<file path="src/rtl/s_to_p_no_cp.sv">
// Receive-side serial-to-parallel converter (no cyclic prefix).
// Captures offset-binary samples into 64-sample symbols, flips the MSB to get
// two's complement, and double-buffers each completed symbol onto Y0..Y63.
module s_to_p_no_cp #(
   parameter int unsigned WIDTH = 10
) (
   input  logic             clk,
   input  logic             reset,
   input  logic             i_start,
   input  logic             i_strobe,
   input  logic [WIDTH-1:0] i_X,
   input  logic             i_ack,
   output logic [WIDTH-1:0] Y0,
   output logic [WIDTH-1:0] Y1,
   output logic [WIDTH-1:0] Y2,
   output logic [WIDTH-1:0] Y3,
   output logic [WIDTH-1:0] Y4,
   output logic [WIDTH-1:0] Y5,
   output logic [WIDTH-1:0] Y6,
   output logic [WIDTH-1:0] Y7,
   output logic [WIDTH-1:0] Y8,
   output logic [WIDTH-1:0] Y9,
   output logic [WIDTH-1:0] Y10,
   output logic [WIDTH-1:0] Y11,
   output logic [WIDTH-1:0] Y12,
   output logic [WIDTH-1:0] Y13,
   output logic [WIDTH-1:0] Y14,
   output logic [WIDTH-1:0] Y15,
   output logic [WIDTH-1:0] Y16,
   output logic [WIDTH-1:0] Y17,
   output logic [WIDTH-1:0] Y18,
   output logic [WIDTH-1:0] Y19,
   output logic [WIDTH-1:0] Y20,
   output logic [WIDTH-1:0] Y21,
   output logic [WIDTH-1:0] Y22,
   output logic [WIDTH-1:0] Y23,
   output logic [WIDTH-1:0] Y24,
   output logic [WIDTH-1:0] Y25,
   output logic [WIDTH-1:0] Y26,
   output logic [WIDTH-1:0] Y27,
   output logic [WIDTH-1:0] Y28,
   output logic [WIDTH-1:0] Y29,
   output logic [WIDTH-1:0] Y30,
   output logic [WIDTH-1:0] Y31,
   output logic [WIDTH-1:0] Y32,
   output logic [WIDTH-1:0] Y33,
   output logic [WIDTH-1:0] Y34,
   output logic [WIDTH-1:0] Y35,
   output logic [WIDTH-1:0] Y36,
   output logic [WIDTH-1:0] Y37,
   output logic [WIDTH-1:0] Y38,
   output logic [WIDTH-1:0] Y39,
   output logic [WIDTH-1:0] Y40,
   output logic [WIDTH-1:0] Y41,
   output logic [WIDTH-1:0] Y42,
   output logic [WIDTH-1:0] Y43,
   output logic [WIDTH-1:0] Y44,
   output logic [WIDTH-1:0] Y45,
   output logic [WIDTH-1:0] Y46,
   output logic [WIDTH-1:0] Y47,
   output logic [WIDTH-1:0] Y48,
   output logic [WIDTH-1:0] Y49,
   output logic [WIDTH-1:0] Y50,
   output logic [WIDTH-1:0] Y51,
   output logic [WIDTH-1:0] Y52,
   output logic [WIDTH-1:0] Y53,
   output logic [WIDTH-1:0] Y54,
   output logic [WIDTH-1:0] Y55,
   output logic [WIDTH-1:0] Y56,
   output logic [WIDTH-1:0] Y57,
   output logic [WIDTH-1:0] Y58,
   output logic [WIDTH-1:0] Y59,
   output logic [WIDTH-1:0] Y60,
   output logic [WIDTH-1:0] Y61,
   output logic [WIDTH-1:0] Y62,
   output logic [WIDTH-1:0] Y63,
   output logic             o_valid,
   output logic             o_overrun,
   output logic [5:0]       o_cnt
);

   localparam int unsigned NUM_SAMPLES = 64;
   localparam int unsigned MEM_DEPTH   = NUM_SAMPLES - 1;
   localparam int unsigned CNT_W       = 6;
   localparam logic [CNT_W-1:0] LAST_IDX = CNT_W'(NUM_SAMPLES - 1);
   localparam logic [WIDTH-1:0] MSB_MASK = {1'b1, {(WIDTH-1){1'b0}}};

   typedef enum logic {
      IDLE    = 1'b0,
      CAPTURE = 1'b1
   } state_e;

   state_e           state_q, state_d;
   logic [CNT_W-1:0] cnt_q, cnt_d;
   logic             valid_q, valid_d;
   logic             overrun_q, overrun_d;
   logic [WIDTH-1:0] mem_q [MEM_DEPTH];
   logic [WIDTH-1:0] y_q   [NUM_SAMPLES];

   logic [WIDTH-1:0] conv_c;
   logic             wr_en_c;
   logic [CNT_W-1:0] wr_idx_c;
   logic             complete_c;

   // Offset-binary to two's complement is just an MSB flip.
   assign conv_c = i_X ^ MSB_MASK;

   // Next-state, write control and handshake; i_start outranks completion.
   always_comb begin
      state_d    = state_q;
      cnt_d      = cnt_q;
      valid_d    = valid_q;
      overrun_d  = overrun_q;
      wr_en_c    = 1'b0;
      wr_idx_c   = cnt_q;
      complete_c = 1'b0;

      if (i_start) begin
         state_d  = CAPTURE;
         cnt_d    = i_strobe ? CNT_W'(1) : '0;
         wr_en_c  = i_strobe;
         wr_idx_c = '0;
      end else if (state_q == CAPTURE && i_strobe) begin
         cnt_d = cnt_q + CNT_W'(1);
         if (cnt_q == LAST_IDX) begin
            complete_c = 1'b1;
         end else begin
            wr_en_c = 1'b1;
         end
      end

      if (complete_c) begin
         valid_d = 1'b1;
         if (valid_q && !i_ack) begin
            overrun_d = 1'b1;
         end
      end else if (i_ack) begin
         valid_d = 1'b0;
      end
   end

   // Control state registers.
   always_ff @(posedge clk or negedge reset) begin
      if (!reset) begin
         state_q   <= IDLE;
         cnt_q     <= '0;
         valid_q   <= 1'b0;
         overrun_q <= 1'b0;
      end else begin
         state_q   <= state_d;
         cnt_q     <= cnt_d;
         valid_q   <= valid_d;
         overrun_q <= overrun_d;
      end
   end

   // Capture buffer for samples 0..62 of the symbol in flight.
   always_ff @(posedge clk or negedge reset) begin
      if (!reset) begin
         for (int unsigned i = 0; i < MEM_DEPTH; i++) begin
            mem_q[i] <= '0;
         end
      end else if (wr_en_c) begin
         mem_q[wr_idx_c] <= conv_c;
      end
   end

   // Output bank: loaded as a whole on completion; last sample bypasses the buffer.
   always_ff @(posedge clk or negedge reset) begin
      if (!reset) begin
         for (int unsigned i = 0; i < NUM_SAMPLES; i++) begin
            y_q[i] <= '0;
         end
      end else if (complete_c) begin
         for (int unsigned i = 0; i < MEM_DEPTH; i++) begin
            y_q[i] <= mem_q[i];
         end
         y_q[NUM_SAMPLES-1] <= conv_c;
      end
   end

   assign o_valid   = valid_q;
   assign o_overrun = overrun_q;
   assign o_cnt     = cnt_q;

   assign Y0  = y_q[0];
   assign Y1  = y_q[1];
   assign Y2  = y_q[2];
   assign Y3  = y_q[3];
   assign Y4  = y_q[4];
   assign Y5  = y_q[5];
   assign Y6  = y_q[6];
   assign Y7  = y_q[7];
   assign Y8  = y_q[8];
   assign Y9  = y_q[9];
   assign Y10 = y_q[10];
   assign Y11 = y_q[11];
   assign Y12 = y_q[12];
   assign Y13 = y_q[13];
   assign Y14 = y_q[14];
   assign Y15 = y_q[15];
   assign Y16 = y_q[16];
   assign Y17 = y_q[17];
   assign Y18 = y_q[18];
   assign Y19 = y_q[19];
   assign Y20 = y_q[20];
   assign Y21 = y_q[21];
   assign Y22 = y_q[22];
   assign Y23 = y_q[23];
   assign Y24 = y_q[24];
   assign Y25 = y_q[25];
   assign Y26 = y_q[26];
   assign Y27 = y_q[27];
   assign Y28 = y_q[28];
   assign Y29 = y_q[29];
   assign Y30 = y_q[30];
   assign Y31 = y_q[31];
   assign Y32 = y_q[32];
   assign Y33 = y_q[33];
   assign Y34 = y_q[34];
   assign Y35 = y_q[35];
   assign Y36 = y_q[36];
   assign Y37 = y_q[37];
   assign Y38 = y_q[38];
   assign Y39 = y_q[39];
   assign Y40 = y_q[40];
   assign Y41 = y_q[41];
   assign Y42 = y_q[42];
   assign Y43 = y_q[43];
   assign Y44 = y_q[44];
   assign Y45 = y_q[45];
   assign Y46 = y_q[46];
   assign Y47 = y_q[47];
   assign Y48 = y_q[48];
   assign Y49 = y_q[49];
   assign Y50 = y_q[50];
   assign Y51 = y_q[51];
   assign Y52 = y_q[52];
   assign Y53 = y_q[53];
   assign Y54 = y_q[54];
   assign Y55 = y_q[55];
   assign Y56 = y_q[56];
   assign Y57 = y_q[57];
   assign Y58 = y_q[58];
   assign Y59 = y_q[59];
   assign Y60 = y_q[60];
   assign Y61 = y_q[61];
   assign Y62 = y_q[62];
   assign Y63 = y_q[63];

endmodule

</file>
<file path="config.mk">
export PLATFORM = sky130hd
export DESIGN_NAME = s_to_p_no_cp
export DESIGN_NICKNAME = d
export VERILOG_FILES = /design/src/rtl/s_to_p_no_cp.sv
export SDC_FILE = /design/constraint.sdc
export NUM_CORES = 1
export LEC_CHECK = 0
export CORE_UTILIZATION = 35
export CTS_CLUSTER_SIZE = 25
export DETAILED_ROUTE_END_ITERATION = 10
export PLACE_DENSITY = 0.67
export SYNTH_ARGS = -nofsm -noshare
export SYNTH_HDL_FRONTEND = slang
export SYNTH_SLANG_ARGS = --single-unit
</file>
<file path="constraint.sdc">
create_clock -name clk -period 3.49 [get_ports clk]
set_clock_uncertainty 0.05 [all_clocks]
set_input_delay 0.349 -clock clk [delete_from_list [all_inputs] [get_ports clk]]
set_output_delay 0.349 -clock clk [all_outputs]
set_load 0.05 [all_outputs]
</file>
Yosys cells after proc, flatten, opt, wreduce, memory -nomap -nowiden
Cells that the tools add are included.
- flip-flop bits (word level): 1279
- output and inout bits: 648
- word-level logic and storage cells: 159
- add/sub/neg operators: 1
- order comparisons: 2
- eq/ne operators: 1
- muxes and demuxes: 15
- bitwise logic cells: 2
- reductions and logical operators: 7
- operator list (cell ; count):
    $bwmux W630 ; 1
    $demux W10 S6 ; 1
    $mux W6 ; 3
    $mux W10 ; 1
    $mux W1 ; 9
    $ge A7 B7 Y1 const B ; 1
    $lt A7 B1 Y1 const B ; 1
    $not A6 Y7 ; 1
    $add A6 B1 Y6 const B ; 1
    $eq A6 B6 Y1 const B ; 1
    $reduce_bool A2 Y1 ; 2
    $logic_and A1 B1 Y1 ; 3
    $reduce_and A2 Y1 ; 1
    $logic_not A1 Y1 ; 1
    $not A1 Y1 ; 1

Depth between registers and ports, before layout
Gate-level depths: netlist (run 1).
- depth in word-level cells: 7
- gate-level depth with buffers: 9
- depth with buffers taken out: 5

Worst setup path before layout (run 1)
Ideal clock, no wire load.
- path kind: register to register
- start: register cnt_q[1] (netlist: o_cnt[1])
- end: register mem_q[560] in the netlist's numbering
- setup time: 0.125 ns
- arrival time: 2.393 ns
- required time: 3.315 ns
- path slack: 0.923 ns
- stages on the path, launching flop included: 7
- period minus slack after synthesis: 2.567 ns
- path through: dfrtp_1 -> ha_1 -> nand4_1 -> o211ai_2 -> or2_1 -> buf_2 -> mux2_2
- longest elaborated chain between the ends: 7
- elaborated cells on any way between the ends: 12
- ends and longest elaborated chain (element ; line ; RTL):
    start: declaration ; 94 ; logic [CNT_W-1:0] cnt_q, cnt_d;
    start signal: assignment ; 151 ; cnt_q <= cnt_d;
    $mux W6 ; 118 ; if (i_start) begin
    $not A6 Y7 (implied by the code) ; 164 ; mem_q[wr_idx_c] <= conv_c;
    $ge A7 B7 Y1 (implied by the code) or $lt A7 B1 Y1 (tied branches) ; 164 ;
    $logic_and A1 B1 Y1 (implied by the code) ; 164 ;
    $mux W10 (implied by the code) ; 164 ;
    $demux W10 S6 ; 164 ;
    $bwmux W630 ; 164 ;
    end signal: indexed assignment ; 164 ;
    end: declaration ; 97 ; logic [WIDTH-1:0] mem_q [MEM_DEPTH];
Parallel ways exist; a longest one is shown, timed or not.
A chain may end at the register's enable or synchronous reset.

Worst setup path after layout (run 1)
- start: register cnt_q[3] (netlist: o_cnt[3])
- end: register mem_q[553] in the netlist's numbering
Same word-level chain as after synthesis.

==> summary.txt, run 1 <==
Run status
  – Status: completed

Place
  – Place WS: 0.393 ns
  – HPWL Detailed: 85200 um
  – PortBufs: 662
  – Cells after DPL: 5318
  – Final Wtd Congestion: 0.784
  – DP Area: 57300 sq um

Setup path
  – Max Fanout on Critical Path: 13
  – Crit-path slowest cell: dfrtp_1
  – Slowest cell delay on critical path: 0.64 ns
  – Critical Path AT: 3.53 ns
  – Setup Crit Path Kind: reg -> reg
  – Critical Path RT: 4.08 ns
  – Critical R2R Capture: mem_q[553]$_DFFE_PN0P_
  – CP Cell Sequence: nand4_1, buf_4, o211ai_4, or2_1, mux2_2
  – Startpoint Class: flop
  – Critical Path End Type: flop
  – Reg-to-reg slack, setup: 0.55 ns
  – R2R depth: 5
  – Reg-to-Reg Start: o_cnt[3]$_DFFE_PN0P_

Power and ir drop
  – Switching share of power: 0.222
  – P_sw: 6.85 mW
  – PwrDens: 497 nW/um^2
  – Clock group share of total power: 0.481
  – Worst vdd ir: 0.511 mV
  – Flop pwr share: 0.490
  – Leak pwr: 30.5 nW
  – Comb power frac: 0.029
  – P_int: 24.0 mW
  – PnR Total Power: 30.8 mW

Floorplanning
  – Top-Level Pins: 663
  – Die area: 139000 sq um
  – Initial Utilization: 0.354
  – Die X: 372 um
  – Core Box Area: 136000 sq um
  – FP Rows: 135
  – Die height: 372 um

Yosys
  – Largest family of logic cells by synthesized area: multiplexers
  – Synthesized Nets: 2981
  – Proportion of synthesized chip area in sequential cells: 0.666
  – Adder-Cell Fraction of Synth Area: 0.000260
  – Mapped Cells: 2965
  – Synth Area in Simple Gates: 0.0164
  – Yosys warns: 0
  – Avg Inst Size Synth: 16.2 sq um
  – Multiplexer area fraction after synthesis: 0.282
  – Top FF cell, synth: dfrtp_1
  – Netlist Area Pre-Place: 48000 sq um
  – EDFF count, synth: 0
  – Synth top area share: 0.666
  – Top cells by count, synth: dfrtp_1 (1279), mux2_2 (1172), buf_2 (113)
  – Top post-synthesis cells by area: dfrtp_1 (67%), mux2_2 (27%), buf_2 (1.2%), o21ai_0 (0.71%), clkbuf_1 (0.52%)
  – Synth Area in Compound Gates: 0.0132
  – Synth unique cells: 42
  – Post-synthesis xor/xnor area fraction: 0.000729
  – Post-synthesis register bit count: 1279
  – Async SR Flop Fraction: 1.00
  – Leading area contributor after synthesis: dfrtp_1
  – Most frequent cell after synthesis: dfrtp_1

Worst hold path
  – Min-delay worst type: in -> async

CTS
  – TritonCTS Buffers: 138
  – CTS root buf: clkbuf_16
  – Post_cts resized: 0
  – Skew-Pair Late Insertion Delay: 0.77 ns
  – CTS tree: built
  – Clock transition at the registers of the reported paths: 0.06 ns
  – Sink Count: 1279
  – Clk buf depth: 3
  – H-Tree Depth: 4

GRT
  – Initial antenna violation count: 6
  – First-pass GRT wire length: 194000 um
  – Gr usage total: 0.191
  – Pin count of the biggest net entering global routing: 144
  – Total gr overflow: 0
  – Vias in the first global route: 28100

STA
  – Worst hold margin: 0.173 ns
  – Final hold vios: 0
  – Fmax: 341 MHz
  – Post-layout minimum cycle time: 2.94 ns
  – Setup TNS: 0 ns
  – Max-slew violation count: 0
  – Post-route clock period utilization: 0.841
  – Final worst slack: 0.555 ns
  – RSZ-0062 raised after global routing: no
  – Slew HR: 0.201
  – Worst-Margin Slew: 1.20 ns
  – Final setup viols: 0

Finish
  – Final Instance Count excl. Fillers: 5567
  – End-of-flow core utilization: 0.456
  – Share of cells above drive strength 1: 0.411
  – Nets: 3696
  – Most flops, register: mem_q
  – Largest register FFs: 630
  – Final Cell Area: 62000 sq um
  – Area Overhead vs Synth: 29.0%

Drt
  – DRC viols: 0
  – Final ANT Viol Nets: 0
  – Wirelength per Cell: 23.8 um
  – Via count: 27000
  – Initial drt markers: 1352
  – Drt via density: 4.86
  – DRT Wirelength: 132000 um
  – First-pass detailed-route iteration total: 5

Job
  – Max-Cap Viols: 0
-- cell usage in the layout (no fill, tap or decap), types with 4 or more instances in the layout --
cell type        netlist  routed
o2111ai_1              7       4
mux2i_1               19      19
xor2_1                 4       4
nand3_1               26      26
mux2_2              1172    1172
clkbuf_8               0      31
nand2_1               66      66
nor2_2                21      21
bufinv_16              0       9
inv_6                  0       7
clkinvlp_4             0       4
buf_4                  3      89
buf_12                 0      36
clkinv_2               0      13
clkdlybuf4s50_1        0     650
clkinv_4               0       5
inv_1                 20      20
o211ai_1              11      11
mux2_1                15      15
nor2_1                 8       8
dfrtp_1             1279    1279
clkbuf_16              0     139
o31ai_1                4       4
o21ai_0               68      68
o2111ai_2              1       4
clkbuf_1              66      28
-- what timing repair did --
action | CTS | global route
hold buffers | 3 | 0
setup endpoints to repair | 0 | 0
buffers inserted | 0 | 0
hold endpoints to repair | 117 | 0
-- area by class of cell --
| class | count | area [sq um] |
|---|---|---|
| antenna | 3 | 7.51 |
| clock buffer | 198 | 4010 |
| clock inverter | 45 | 623 |
| fill | 11900 | 73800 |
| inverter | 20 | 75.1 |
| multi-input combinational | 1461 | 15100 |
| sequential | 1279 | 32000 |
| tap | 1781 | 2230 |
| timing repair buffer | 780 | 7960 |
-- worst max-delay path: cells and delay by family, from the launching register on --
kind / cells / cell delay, ns
mux: 1 / 0.41
buf+inv: 1 / 0.28
flops: 1 / 0.64
compound gates: 1 / 0.52
simple gates: 2 / 0.92
-- worst max path at each step --
stage                    startpoint                     end  slack [ns]  depth (start not counted)
2_1_floorplan  o_cnt[1]$_DFFE_PN0P_  mem_q[560]$_DFFE_PN0P_        0.92                          6
3_3_place_gp               i_strobe  mem_q[257]$_DFFE_PN0P_        0.42                          5
3_5_place_dp               i_strobe  mem_q[574]$_DFFE_PN0P_        0.39                          6
4_1_cts        o_cnt[3]$_DFFE_PN0P_  mem_q[556]$_DFFE_PN0P_        0.55                          5
5_1_grt        o_cnt[3]$_DFFE_PN0P_  mem_q[550]$_DFFE_PN0P_        0.44                          5
6_report       o_cnt[3]$_DFFE_PN0P_  mem_q[553]$_DFFE_PN0P_        0.55                          5
-- routing by layer --
metal	up-vias	wire, um	GRT usage	share of wire
met5	-	13	0	0.000098
li1	11900	-	-	-
met1	14400	57100	0.249	0.43
met4	2	2870	0.0528	0.022
met3	174	9720	0.0668	0.073
met2	587	62700	0.300	0.47
-- logic make-up after synthesis --
| logic type | after synthesis |
|---|---|
| fa+ha+maj | 1 |
| simple gates | 149 |
| mux | 1206 |
| compound gates | 101 |
| xor+xnor | 4 |
| flops | 1279 |
| buf+inv | 225 |
-- power by group through the flow --
stage | combinational (mW) | sequential [mW] | clock [mW]
finish | 0.909 | 15.1 | 14.8
global route | 1.02 | 15.1 | 15.8
CTS | 0.949 | 15.1 | 15.2
detailed placement | 0.946 | 15.4 | 0
global placement | 0.928 | 15.4 | 0
floorplan | 0.299 | 15.4 | 0
Note: power is estimated with default switching activity, not from simulation.
==> run 2, diff against run 1 <==
--- a/config.mk
+++ b/config.mk
@@ -8,7 +8,7 @@
 export CORE_UTILIZATION = 35
 export CTS_CLUSTER_SIZE = 25
 export DETAILED_ROUTE_END_ITERATION = 10
-export PLACE_DENSITY = 0.67
+export PLACE_DENSITY = 0.69
 export SYNTH_ARGS = -nofsm -noshare
 export SYNTH_HDL_FRONTEND = slang
 export SYNTH_SLANG_ARGS = --single-unit
==> constraint.sdc (replaced) <==
create_clock -name clk -period 2.6 [get_ports clk]
set_clock_uncertainty 0.05 [all_clocks]
set_input_delay 0.26 -clock clk [delete_from_list [all_inputs] [get_ports clk]]
set_output_delay 0.26 -clock clk [all_outputs]
set_load 0.05 [all_outputs]
==> run 2 against run 1 <==
Net effect: sequential power increased by 34%; routed wire length increased by 1.1%; setup slack got worse by 0.36 ns; global-route usage grew 0.26 points; die area unchanged; critical path depth down 4; via count up 2.2%; clock-buffer cell count grew 7; worst hold slack got worse by 0.13 ns.
==> summary.txt, run 2 (synthesis results as in run 1) <==
Finish
  – Nets: 3767
  – Area Overhead vs Synth: 30.9%
  – Most flops, register: mem_q
  – Most frequent cells in the layout: dfrtp_1 (1279), mux2_2 (1172), clkdlybuf4s50_1 (644)
  – Largest register FFs: 630
  – Share of cells above drive strength 1: 0.423
  – Commonest non-fill, non-tap cell in the layout: dfrtp_1
  – Fillcell total: 11800

STA
  – Post-layout minimum cycle time: 2.41 ns
  – RSZ-0062 raised after global routing: no
  – Slew HR: 0.501
  – Fmax: 415 MHz
  – Final hold vios: 0
  – Worst-Margin Slew: 0.746 ns
  – Post-route clock period utilization: 0.926
  – Max-slew violation count: 0
  – Final setup viols: 0
  – Final worst slack: 0.192 ns

GRT
  – Gr usage total: 0.193
  – First-pass GRT wire length: 196000 um
  – Initial antenna violation count: 5
  – Vias in the first global route: 28800
  – Total gr overflow: 0
  – Pin count of the biggest net entering global routing: 104

Power and ir drop
  – PnR Total Power: 41.3 mW
  – Leak pwr: 31.0 nW
  – Worst vdd ir: 0.596 mV
  – PwrDens: 657 nW/um^2

CTS
  – Postcts setup bufs: 0
  – Skew-Pair Late Insertion Delay: 0.77 ns
  – Clk buf depth: 3
  – Clock transition at the registers of the reported paths: 0.06 ns
  – TritonCTS Buffers: 138
  – CTS tree: built
  – CTS root buf: clkbuf_16
  – Sink Count: 1279
  – H-Tree Depth: 4

Floorplanning
  – Initial Utilization: 0.354
  – Die area: 139000 sq um
  – Top-Level Pins: 663
  – Core Box Area: 136000 sq um
  – Die height: 372 um
  – FP Rows: 135
  – Die X: 372 um

Drt
  – DRT Wirelength: 134000 um
  – Final ANT Viol Nets: 0
  – Initial drt markers: 1535
  – DRC viols: 0
  – Drt via density: 4.90
  – Wirelength per Cell: 23.7 um
  – Via count: 27700
  – First-pass detailed-route iteration total: 5

Run status
  – Status: completed

Setup path
  – Crit-path leading delay family: buffers and inverters
  – Critical Path RT: 2.29 ns
  – Crit path depth: 1
  – Critical Path AT: 2.10 ns
  – Crit-path slowest cell: clkdlybuf4s50_1
  – Crit path buf inv count: 1
  – Startpoint Class: flop
  – CP Cell Sequence: clkdlybuf4s50_1
  – R2R depth: 7
  – Critical Path End Type: output pin
  – Setup Crit Path Kind: reg -> out
  – Reg-to-reg slack, setup: 0.20 ns
  – Slowest cell delay on critical path: 0.98 ns
  – Max Fanout on Critical Path: 2
  – Reg-to-Reg Start: o_cnt[0]$_DFFE_PN0P_
  – Critical R2R Capture: mem_q[576]$_DFFE_PN0P_

Place
  – PortBufs: 662
  – HPWL Detailed: 87300 um
  – Final Wtd Congestion: 0.777
  – Place WS: -0.140 ns

Worst hold path
  – Min-delay worst type: in -> async

Job
  – Max-Cap Viols: 0
run 2: changes by cell type in the layout (fill, tap and decap cells not counted), moves of 3 or more:
cell             before  now
bufinv_16             9    5
clkbuf_1             28   25
buf_12               36   67
clkbuf_8             31   41
dlygate4sd3_1         3    6
clkdlybuf4s50_1     650  644
inv_6                 7   11
clkinv_4              5    0
buf_4                89  131
run 2: cell type report:
type                            count  area, sq um  area share
Antenna cell                        4         10.0    0.000159
Clock buffer                      205         4140      0.0658
Clock inverter                     41          489     0.00778
Inverter                           20         75.1     0.00119
Multi-Input combinational cell   1461        15100       0.240
Sequential cell                  1279        32000       0.509
Tap cell                         1781         2230      0.0354
Timing Repair Buffer              851         8870       0.141
run 2: worst max path at each step:
stage	to	slack [ns]	start
3_5_place_dp	mem_q[578]$_DFFE_PN0P_	-0.14	i_strobe
3_3_place_gp	mem_q[576]$_DFFE_PN0P_	-0.15	i_strobe
5_1_grt	mem_q[578]$_DFFE_PN0P_	0.02	o_cnt[1]$_DFFE_PN0P_
4_1_cts	mem_q[151]$_DFFE_PN0P_	0.06	o_cnt[0]$_DFFE_PN0P_
6_report	Y59[9]	0.19	Y59[9]$_DFFE_PN0P_
2_1_floorplan	mem_q[560]$_DFFE_PN0P_	0.03	o_cnt[1]$_DFFE_PN0P_
run 2: stage by stage:
step,TNS (ns),area (sq um),util,std cells,hold slack (ns)
global route,0,62900,0.463,5638,0.0428
floorplan,0,48000,-,2965,-0.0856
finish,0,62900,0.463,5642,0.0390
CTS,0,62900,0.463,5638,0.0120
detailed placement,-59.04,58200,0.428,5386,0.223
global placement,-67.15,58200,0.428,5386,0.215
run 2: power breakdown:
part / switching (mW) / internal (mW)
clock: 8.15 / 11.6
sequential: 0.120 / 20.2
combinational: 0.912 / 0.367
run 2: layer usage:
| layer | routed length, um | global-route usage | vias to the layer above |
|---|---|---|---|
| li1 | - | - | 12000 |
| met1 | 55900 | 0.248 | 14700 |
| met2 | 63700 | 0.306 | 741 |
| met3 | 10700 | 0.0658 | 183 |
| met4 | 3510 | 0.0626 | 2 |
| met5 | 28 | 0 | - |
run 2: what timing repair did:
action	in CTS	in global routing
endpoints found under the hold margin	1091	0
endpoints found under the setup margin	1	8
pin swaps	0	0
hold buffers	6	0
gates resized for setup	1	1
==> run 3, diff against run 2 <==
--- a/config.mk
+++ b/config.mk
@@ -5,6 +5,7 @@
 export SDC_FILE = /design/constraint.sdc
 export NUM_CORES = 1
 export LEC_CHECK = 0
+export ABC_CLOCK_PERIOD_IN_PS = 2600
 export CORE_UTILIZATION = 35
 export CTS_CLUSTER_SIZE = 25
 export DETAILED_ROUTE_END_ITERATION = 10
==> results of run 3 <==
Final layout, timing and power as in run 2 (identical DEF).
